File: src/rtl/arith_mix_pkg.sv
// arith_mix_pkg: shared types, default widths and the XOR-fold helper for arith_mix_pipe
package arith_mix_pkg;

    typedef enum logic {
        MIX_MUL     = 1'b0,
        MIX_MUL_NOT = 1'b1
    } mix_mode_e;

    localparam int DEF_IN_W  = 9;
    localparam int DEF_ACC_W = 24;
    localparam int DEF_OUT_W = 4;

    // Upper bounds for the generic fold; ACC_W <= 64 and OUT_W <= 16 are supported
    localparam int FOLD_ACC_MAX = 64;
    localparam int FOLD_OUT_MAX = 16;

    // Number of OUT_W slices once ACC_W is zero-extended to a multiple of OUT_W
    function automatic int fold_slices(input int acc_w, input int out_w);
        return (acc_w + out_w - 1) / out_w;
    endfunction

    // XOR of all out_w-bit slices of the low acc_w bits of v; missing top bits read as zero
    function automatic logic [FOLD_OUT_MAX-1:0] xor_fold(input logic [FOLD_ACC_MAX-1:0] v,
                                                         input int acc_w, input int out_w,
                                                         input int n_slices);
        logic [FOLD_OUT_MAX-1:0] r;
        r = '0;
        for (int s = 0; s < FOLD_ACC_MAX; s++)
            for (int b = 0; b < FOLD_OUT_MAX; b++)
                if (s < n_slices && b < out_w && s * out_w + b < acc_w)
                    r[b] = r[b] ^ v[s * out_w + b];
        return r;
    endfunction

endpackage

File: src/rtl/arith_mix_pipe_stage.sv
// arith_mix_stage: one lockstep pipeline register with valid, enable and flush
module arith_mix_stage #(
    parameter int W = 8
) (
    input  logic         clk,
    input  logic         rst,
    input  logic         flush,
    input  logic         en,
    input  logic         in_valid,
    input  logic [W-1:0] d,
    output logic         valid,
    output logic [W-1:0] q
);

    // Flush drops the item regardless of enable; payload is kept, only valid matters
    always_ff @(posedge clk or posedge rst) begin
        if (rst) begin
            valid <= 1'b0;
            q     <= '0;
        end else if (flush) begin
            valid <= 1'b0;
        end else if (en) begin
            valid <= in_valid;
            q     <= d;
        end
    end

endmodule

File: src/rtl/arith_mix_pipe.sv
// arith_mix_pipe: three-stage XOR/add/OR, multiply, subtract and fold pipeline with handshake
module arith_mix_pipe
    import arith_mix_pkg::*;
#(
    parameter int IN_W  = DEF_IN_W,
    parameter int ACC_W = DEF_ACC_W,
    parameter int OUT_W = DEF_OUT_W,
    parameter int CNT_W = 16
) (
    input  logic             clk,
    input  logic             rst,
    input  logic             flush,
    input  logic             in_valid,
    output logic             in_ready,
    input  logic [IN_W-1:0]  input_data,
    input  logic             in_mode,
    output logic             out_valid,
    input  logic             out_ready,
    output logic [OUT_W-1:0] output_data,
    output logic [CNT_W-1:0] out_count,
    output logic             busy
);

    localparam int W0     = IN_W - 3;
    localparam int FOLD_N = fold_slices(ACC_W, OUT_W);
    localparam int S1_W   = 1 + IN_W + W0;
    localparam int S2_W   = ACC_W + W0;

    logic            stall, en;
    logic [W0-1:0]   a, b, c, t0;
    logic            s1_v, s2_v;
    logic [S1_W-1:0] s1_q;
    logic [S2_W-1:0] s2_q;
    logic            s1_mode;
    logic [IN_W-1:0] s1_in;
    logic [W0-1:0]   s1_t0, s2_t0;
    logic [ACC_W-1:0] p_mul, p, s2_p, r;
    logic [OUT_W-1:0] fold;

    assign stall    = out_valid && !out_ready;
    assign en       = !stall;
    assign in_ready = !stall && !flush;
    assign busy     = s1_v || s2_v || out_valid;

    // S1: overlapping W0-bit windows combined by XOR, add and OR
    always_comb begin
        a  = input_data[IN_W-1 -: W0];
        b  = input_data[IN_W-2 -: W0];
        c  = input_data[IN_W-3 -: W0];
        t0 = ((a ^ b) + b) | c;
    end

    arith_mix_stage #(.W(S1_W)) u_s1 (
        .clk(clk), .rst(rst), .flush(flush), .en(en),
        .in_valid(in_valid && in_ready),
        .d({in_mode, input_data, t0}),
        .valid(s1_v), .q(s1_q)
    );

    assign {s1_mode, s1_in, s1_t0} = s1_q;

    // S2: multiply, optionally adding the complement of t0 for MIX_MUL_NOT
    always_comb begin
        p_mul = ACC_W'(s1_t0) * ACC_W'(s1_in);
        p     = (mix_mode_e'(s1_mode) == MIX_MUL_NOT) ? p_mul + ~ACC_W'(s1_t0) : p_mul;
    end

    arith_mix_stage #(.W(S2_W)) u_s2 (
        .clk(clk), .rst(rst), .flush(flush), .en(en),
        .in_valid(s1_v),
        .d({p, s1_t0}),
        .valid(s2_v), .q(s2_q)
    );

    assign {s2_p, s2_t0} = s2_q;

    // S3: subtract t0 and fold the accumulator down to the output width
    always_comb begin
        r    = s2_p - ACC_W'(s2_t0);
        fold = OUT_W'(xor_fold(FOLD_ACC_MAX'(r), ACC_W, OUT_W, FOLD_N));
    end

    arith_mix_stage #(.W(OUT_W)) u_s3 (
        .clk(clk), .rst(rst), .flush(flush), .en(en),
        .in_valid(s2_v),
        .d(fold),
        .valid(out_valid), .q(output_data)
    );

    // Count completed output handshakes, including one completing during a flush
    always_ff @(posedge clk or posedge rst) begin
        if (rst)
            out_count <= '0;
        else if (out_valid && out_ready)
            out_count <= out_count + 1'b1;
    end

endmodule
File: config.mk
export PLATFORM = sky130hd
export DESIGN_NAME = arith_mix_pipe
export DESIGN_NICKNAME = d
export VERILOG_FILES = /design/src/rtl/arith_mix_pkg.sv /design/src/rtl/arith_mix_pipe_stage.sv /design/src/rtl/arith_mix_pipe.sv
export SDC_FILE = /design/constraint.sdc
export NUM_CORES = 1
export LEC_CHECK = 0
export CORE_ASPECT_RATIO = 0.75
export CORE_MARGIN = 2
export CORE_UTILIZATION = 50
export DETAILED_ROUTE_END_ITERATION = 8
export HOLD_SLACK_MARGIN = 0.08
export PLACE_DENSITY = 0.71
export SYNTH_ARGS = -nofsm -noshare
export SYNTH_HDL_FRONTEND = slang
export SYNTH_SLANG_ARGS = --single-unit
export TNS_END_PERCENT = 50
File: constraint.sdc
create_clock -name clk -period 6.2 [get_ports clk]
set_input_delay 1.24 -clock clk [delete_from_list [all_inputs] [get_ports clk]]
set_output_delay 1.24 -clock clk [all_outputs]
set_load 0.01 [all_outputs]
# --- After elaboration in Yosys (flattened, before gate mapping) ---
# Index checks and enable logic that the tools add are counted.
op_classes:
  n_addsub: 4
  n_mul: 1
  n_eq_ne: 1
  n_mux: 7
  n_bitwise: 25
  reduce_logical: 10
ops:
  columns: ["cell", "n"]
  rows:
  - ["$add A15 B24 Y24", 1]
  - ["$mux W24", 1]
  - ["$not A6 Y24", 1]
  - ["$sub A24 B6 Y24", 1]
  - ["$xor A1 B1 Y1", 20]
  - ["$add A16 B1 Y16 const B", 1]
  - ["$mul A6 B9 Y15", 1]
  - ["$add A6 B6 Y6", 1]
  - ["$mux W1", 6]
  - ["$or A6 B6 Y6", 1]
  - ["$xor A6 B6 Y6", 1]
  - ["$logic_and A1 B1 Y1", 4]
  - ["$logic_not A1 Y1", 3]
  - ["$logic_or A1 B1 Y1", 2]
  - ["$ne A2 B2 Y1 const B", 1]
  - ["$not A1 Y1", 2]
  - ["$reduce_and A2 Y1", 1]
totals:
  regBits: 69
  input_bits: 15
  out_inout_bits: 23
  elab_cells: 55

# --- Depth between registers and ports, before layout ---
depth:
  ltp_word: 7
  ltp_mapped: 17
  ltp_nobuf: 16

# --- Modules after synthesis ---
# Synthesis repeated with hierarchy kept, for this count alone.
unflattened:
  hier_cells: 566
  area_unflattened_um2: 5790.6
modules_own_cells:
  columns: ["mod", "instances", "cells_per_inst", "area_per_inst_um2", "seq_area_each_um2"]
  rows:
  - ["arith_mix_pipe", 1, 446, 3689.8, 400.4]
  - ["arith_mix_stage (u_s2)", 1, 68, 1193.6, 775.7]
  - ["arith_mix_stage (u_s1)", 1, 39, 705.7, 425.4]
  - ["arith_mix_stage (u_s3)", 1, 13, 201.4, 125.1]

# --- Worst setup path after synthesis ---
# OpenSTA, ideal clock, no wires.
synth_path:
  path_kind: "register -> register"
  start: "register u_s1.q[1]"
  end: "register u_s2.q[18]"
  setup_ns: 0.130
  t_arrival_ns: 4.392
  required_ns: 6.070
  slack_ns: 1.678
  stages_incl_launch_ff: 18
  n_path_buf: 1
  period_less_slack_ns: 4.522
  path_cell_list: "dfrtp_1 > clkbuf_1 > and2_1 > fa_1 > inv_1 > fa_1 > fa_1 > inv_1 > ha_1 > xor2_1 > ha_1 > nand2b_1 > nor2_1 > a21oi_1 > or4_4 > a2111oi_4 > xnor2_1 > o21ai_1"
synth_between:
  elab_chain_len: 3
  elab_cells_between_ends: 4
  cone_classes: "add/sub: 1; mul: 1; mux: 1; bitwise: 1"
synth_lines:
  columns: ["item", "line", "source"]
  rows:
  - ["start: declaration", "arith_mix_pipe_stage.sv:12", "output logic [W-1:0] q"]
  - ["start signal: assignment", "arith_mix_pipe_stage.sv:19", "q <= '0;"]
  - ["start signal: assignment", "arith_mix_pipe_stage.sv:24", "q <= d;"]
  - ["$mul A6 B9 Y15 or $not A6 Y24 (tied branches)", "arith_mix_pipe.sv:64, arith_mix_pipe.sv:65", null]
  - ["$add A15 B24 Y24", "arith_mix_pipe.sv:65", "p = (mix_mode_e'(s1_mode) == MIX_MUL_NOT) ? p_mul + ~ACC_W'(s1_t0) : p_mul;"]
  - ["$mux W24 *", "arith_mix_pipe.sv:65", null]
  - ["end signal: assignment", "arith_mix_pipe_stage.sv:19", null]
  - ["end signal: assignment", "arith_mix_pipe_stage.sv:24", null]
  - ["end: declaration", "arith_mix_pipe_stage.sv:12", null]
# Mark *: on every way between the ends. The rest lies on a longest branch, timed or not.
# A chain may end at the register's enable or synchronous reset.

# --- Worst setup path after layout ---
layout_path:
  start: "register u_s1.q[5]"
  end: "register u_s2.q[18]"
# The elaborated chain is that of the path after synthesis.

==> out/qor.yml <==
synth:
  synth_fp_nets: 728
  synth-seq-area-share_pct: 30.1
  synth_top_cell_by_area: "dfrtp_1"
  ys_ff_latch: 68
  synth_cells: 643
  synth_area_per_cell_um2: 8.79
  synth.area.top_cells: "dfrtp_1 30%, fa_1 11%, ha_1 8.6%"
  ys_types: 55
  async_flop_share_pct: 100
  yosysTopAreaCellShare_pct: 30.1
  ys.flop_type: "dfrtp_1"
  syn_area_um2: 5650
  synth_edf_count: 0
  yosysWarnings: 0
clock_tree:
  post-cts-setup-buffer-count: 0
  hold_buffers: 0
  cts_num_sinks: 68
  max-clock-path-buffers: 2
  clk_pin_slew_ns: 0.06
  cts_tree: "built"
  cts_root_buffer: "clkbuf_16"
  cts_buffers: 9
  clock_latency_ns: 0.34
  h-tree-depth: 3
  cts_resized: 0
grt:
  grt_max_degree: 69
  grt_pass1_vias: 4155
  grt_pass1_wl_mm: 20.1
  grt.total_usage_pct: 21.0
  antenna_found_initial: 0
  grt_overflow: 0
place:
  portBuffers: 37
  hpwl_mm: 9.25
  placed_cell_area_um2: 6150
  gp_congestion: 0.847
drt:
  viasPerCell: 5.27
  detail_route.iter0.violations: 219
  route.detailed.drc: 0
  ant_nets: 0
  first_pass_iters: 5
  avgRoutedWirePerCell_um: 14.6
  via_count: 4324
  wl_mm: 12.0
worst_setup_path:
  startpoint_type: "register"
  cp_cell_sequence: "nand2_1 -> fa_1 -> fa_1 -> fa_1 -> inv_1 -> ha_1 -> xor2_1 -> ha_1 -> nand2b_1 -> nor2_1 -> a21oi_1 -> or4_4 -> a2111oi_4 -> xnor2_1 -> o21ai_1"
  critical_path_depth: 15
  cp_max_fo: 12
  arrival_ns: 4.92
  crit_buf_inv: 1
  worst_setup_path_end_kind: "register"
  cp_common_cell: "fa_1"
  slowest_delay_ns: 0.59
  path_class: "reg -> reg"
  cp.required_ns: 6.40
  cp_slowest_cell: "or4_4"
  reg2reg_depth: 15
  cp_top_family: "adder cells"
finish:
  drive_gt1_share_pct: 4.85
  diodes: 0
  nets: 761
  postLayoutCellArea_um2: 6460
  synthToLayoutAreaGrowth_pct: 14.4
  nFillCells: 974
floorplan:
  ios: 38
  die_h_um: 96.1
  core_um2: 11000
  num_rows: 33
  dieArea_um2: 12200
  initial_core_util_pct: 51.4
  die_w_um: 127
sta:
  hold_ws_ns: 0.476
  clock_skew_ns: 0.00554
  max_freq_mhz: 212
  setup_viol: 0
  fin_crit_ns: 4.72
  worst-slew-pin-transition_ns: 0.868
  slew_viol_final: 0
  relSlewSlack_pct: 40.6
  fin_crit_sh_pct: 76.1
  hold_violations: 0
  rsz0062_at_grt: "false"
  setup-tns-final_ns: 0
power_and_ir_drop:
  ir_worst_vdd_mv: 0.248
  powerDensity_nw_per_um2: 529
  leakage_nw: 3.05
hold_path:
  hold_class: "reg -> reg"
  whs_path_depth: 1
job:
  drv_cap: 0
status:
  status: "complete, no violations"
[per-stage QoR]
step | util [%] | total power [W] | instances | worst slack, ns
floorplan | - | 0.00242 | 643 | 1.68
global placement | 56.0 | 0.00282 | 805 | 1.59
detailed placement | 56.0 | 0.00289 | 805 | 1.48
CTS | 58.9 | 0.00343 | 821 | 1.46
global route | 58.9 | 0.00375 | 821 | 1.12
finish | 58.9 | 0.00342 | 821 | 1.48
[worst reg2reg max path, cell delays in order, from the launching register on]
cell and delay [ns]:
dfrtp_1 0.56, nand2_1 0.14, fa_1 0.52, fa_1 0.51
fa_1 0.54, inv_1 0.04, ha_1 0.35, xor2_1 0.20
ha_1 0.18, nand2b_1 0.18, nor2_1 0.11, a21oi_1 0.12
or4_4 0.59, a2111oi_4 0.30, xnor2_1 0.15, o21ai_1 0.08
[where the power goes]
part	internal [W]	switching (W)
registers	0.000540	0.000115
logic	0.000959	0.00128
clock network	0.000325	0.000204
[registers in the layout, indices dropped and copies added, names as in the netlist]
| register | cells |
|---|---|
| u_s2.q | 29 |
| u_s3.q | 4 |
| u_s1.q | 16 |
| out_count | 16 |
| u_s2.valid | 1 |
| u_s1.valid | 1 |
| u_s3.valid | 1 |
[routing by layer]
| metal | global-route usage [%] | share of wire (%) |
|---|---|---|
| met1 | 29.9 | 51 |
| met2 | 32.9 | 44 |
| met3 | 4.45 | 3.8 |
| met4 | 5.49 | 1.2 |
| met5 | 0 | 0 |
[path summary, 6_finish.rpt]
path                                           startpoint                         to  slack, ns
worst max register to register      u_s1.q[5]$_DFFE_PP0P_     u_s2.q[18]$_DFFE_PP0P_       1.48
min in group asynchronous                             rst   out_count[5]$_DFFE_PP0P_       1.47
max in group asynchronous                             rst     u_s1.q[14]$_DFFE_PP0P_       4.19
worst max-delay path                u_s1.q[5]$_DFFE_PP0P_     u_s2.q[18]$_DFFE_PP0P_       1.48
worst min register to register  out_count[15]$_DFFE_PP0P_  out_count[15]$_DFFE_PP0P_       0.48
worst min-delay path            out_count[15]$_DFFE_PP0P_  out_count[15]$_DFFE_PP0P_       0.48
[kinds of logic (layout without fill, tap and decap cells)]
group                    count (synthesis)  in the layout  share of synthesized area (%)
other                                    1              1                         0.0664
buffers and inverters                   89            127                           5.91
XOR/XNOR                                65             65                           10.2
multiplexers                             6              6                           1.09
flip-flops                              68             68                           30.1
AO/OA/AOI/OAI                          104            104                           12.7
AND/OR/NAND/NOR                        240            240                           20.3
adder cells (fa/ha/maj)                 70             70                           19.6
[cell usage in the layout, fill, tap and decap left out, types with 4 or more instances in the layout]
master           count
and2_1              42
a211oi_1             4
xnor2_1             48
nand2_1             98
dfrtp_1             68
clkdlybuf4s50_1     37
nor4_1               9
nor2_1              35
a21o_1               6
nand2b_1             6
nand3_1             22
o21ai_0             36
clkbuf_16            9
o21ai_1              6
a31oi_1              5
a21oi_1             21
fa_1                31
nor3_1               9
mux2i_1              5
inv_1               69
xor2_1              16
ha_1                39
nor2b_1              4
[cell usage after synthesis, drive strengths merged (5+ instances only)]
| master | count |
|---|---|
| nand2 | 98 |
| inv | 70 |
| dfrtp | 68 |
| xnor2 | 48 |
| o21ai | 44 |
| and2 | 42 |
| ha | 39 |
| nor2 | 36 |
| fa | 31 |
| nand3 | 22 |
| a21oi | 21 |
| clkbuf | 17 |
| xor2 | 17 |
| nor3 | 9 |
| nor4 | 9 |
| nand2b | 7 |
| a21o | 6 |
| a2111oi | 5 |
| a211oi | 5 |
| a31oi | 5 |
| mux2i | 5 |
[layout make-up]
class | count | area, µm² | area share [%]
inverters | 71 | 267 | 4.12
clock inverters | 6 | 72.6 | 1.12
multi-input cells | 486 | 3620 | 55.9
clock buffers | 10 | 239 | 3.70
well taps | 140 | 175 | 2.71
repair buffers | 40 | 393 | 6.08
flip-flops and latches | 68 | 1700 | 26.3
Power figures use the tool's default switching activity.
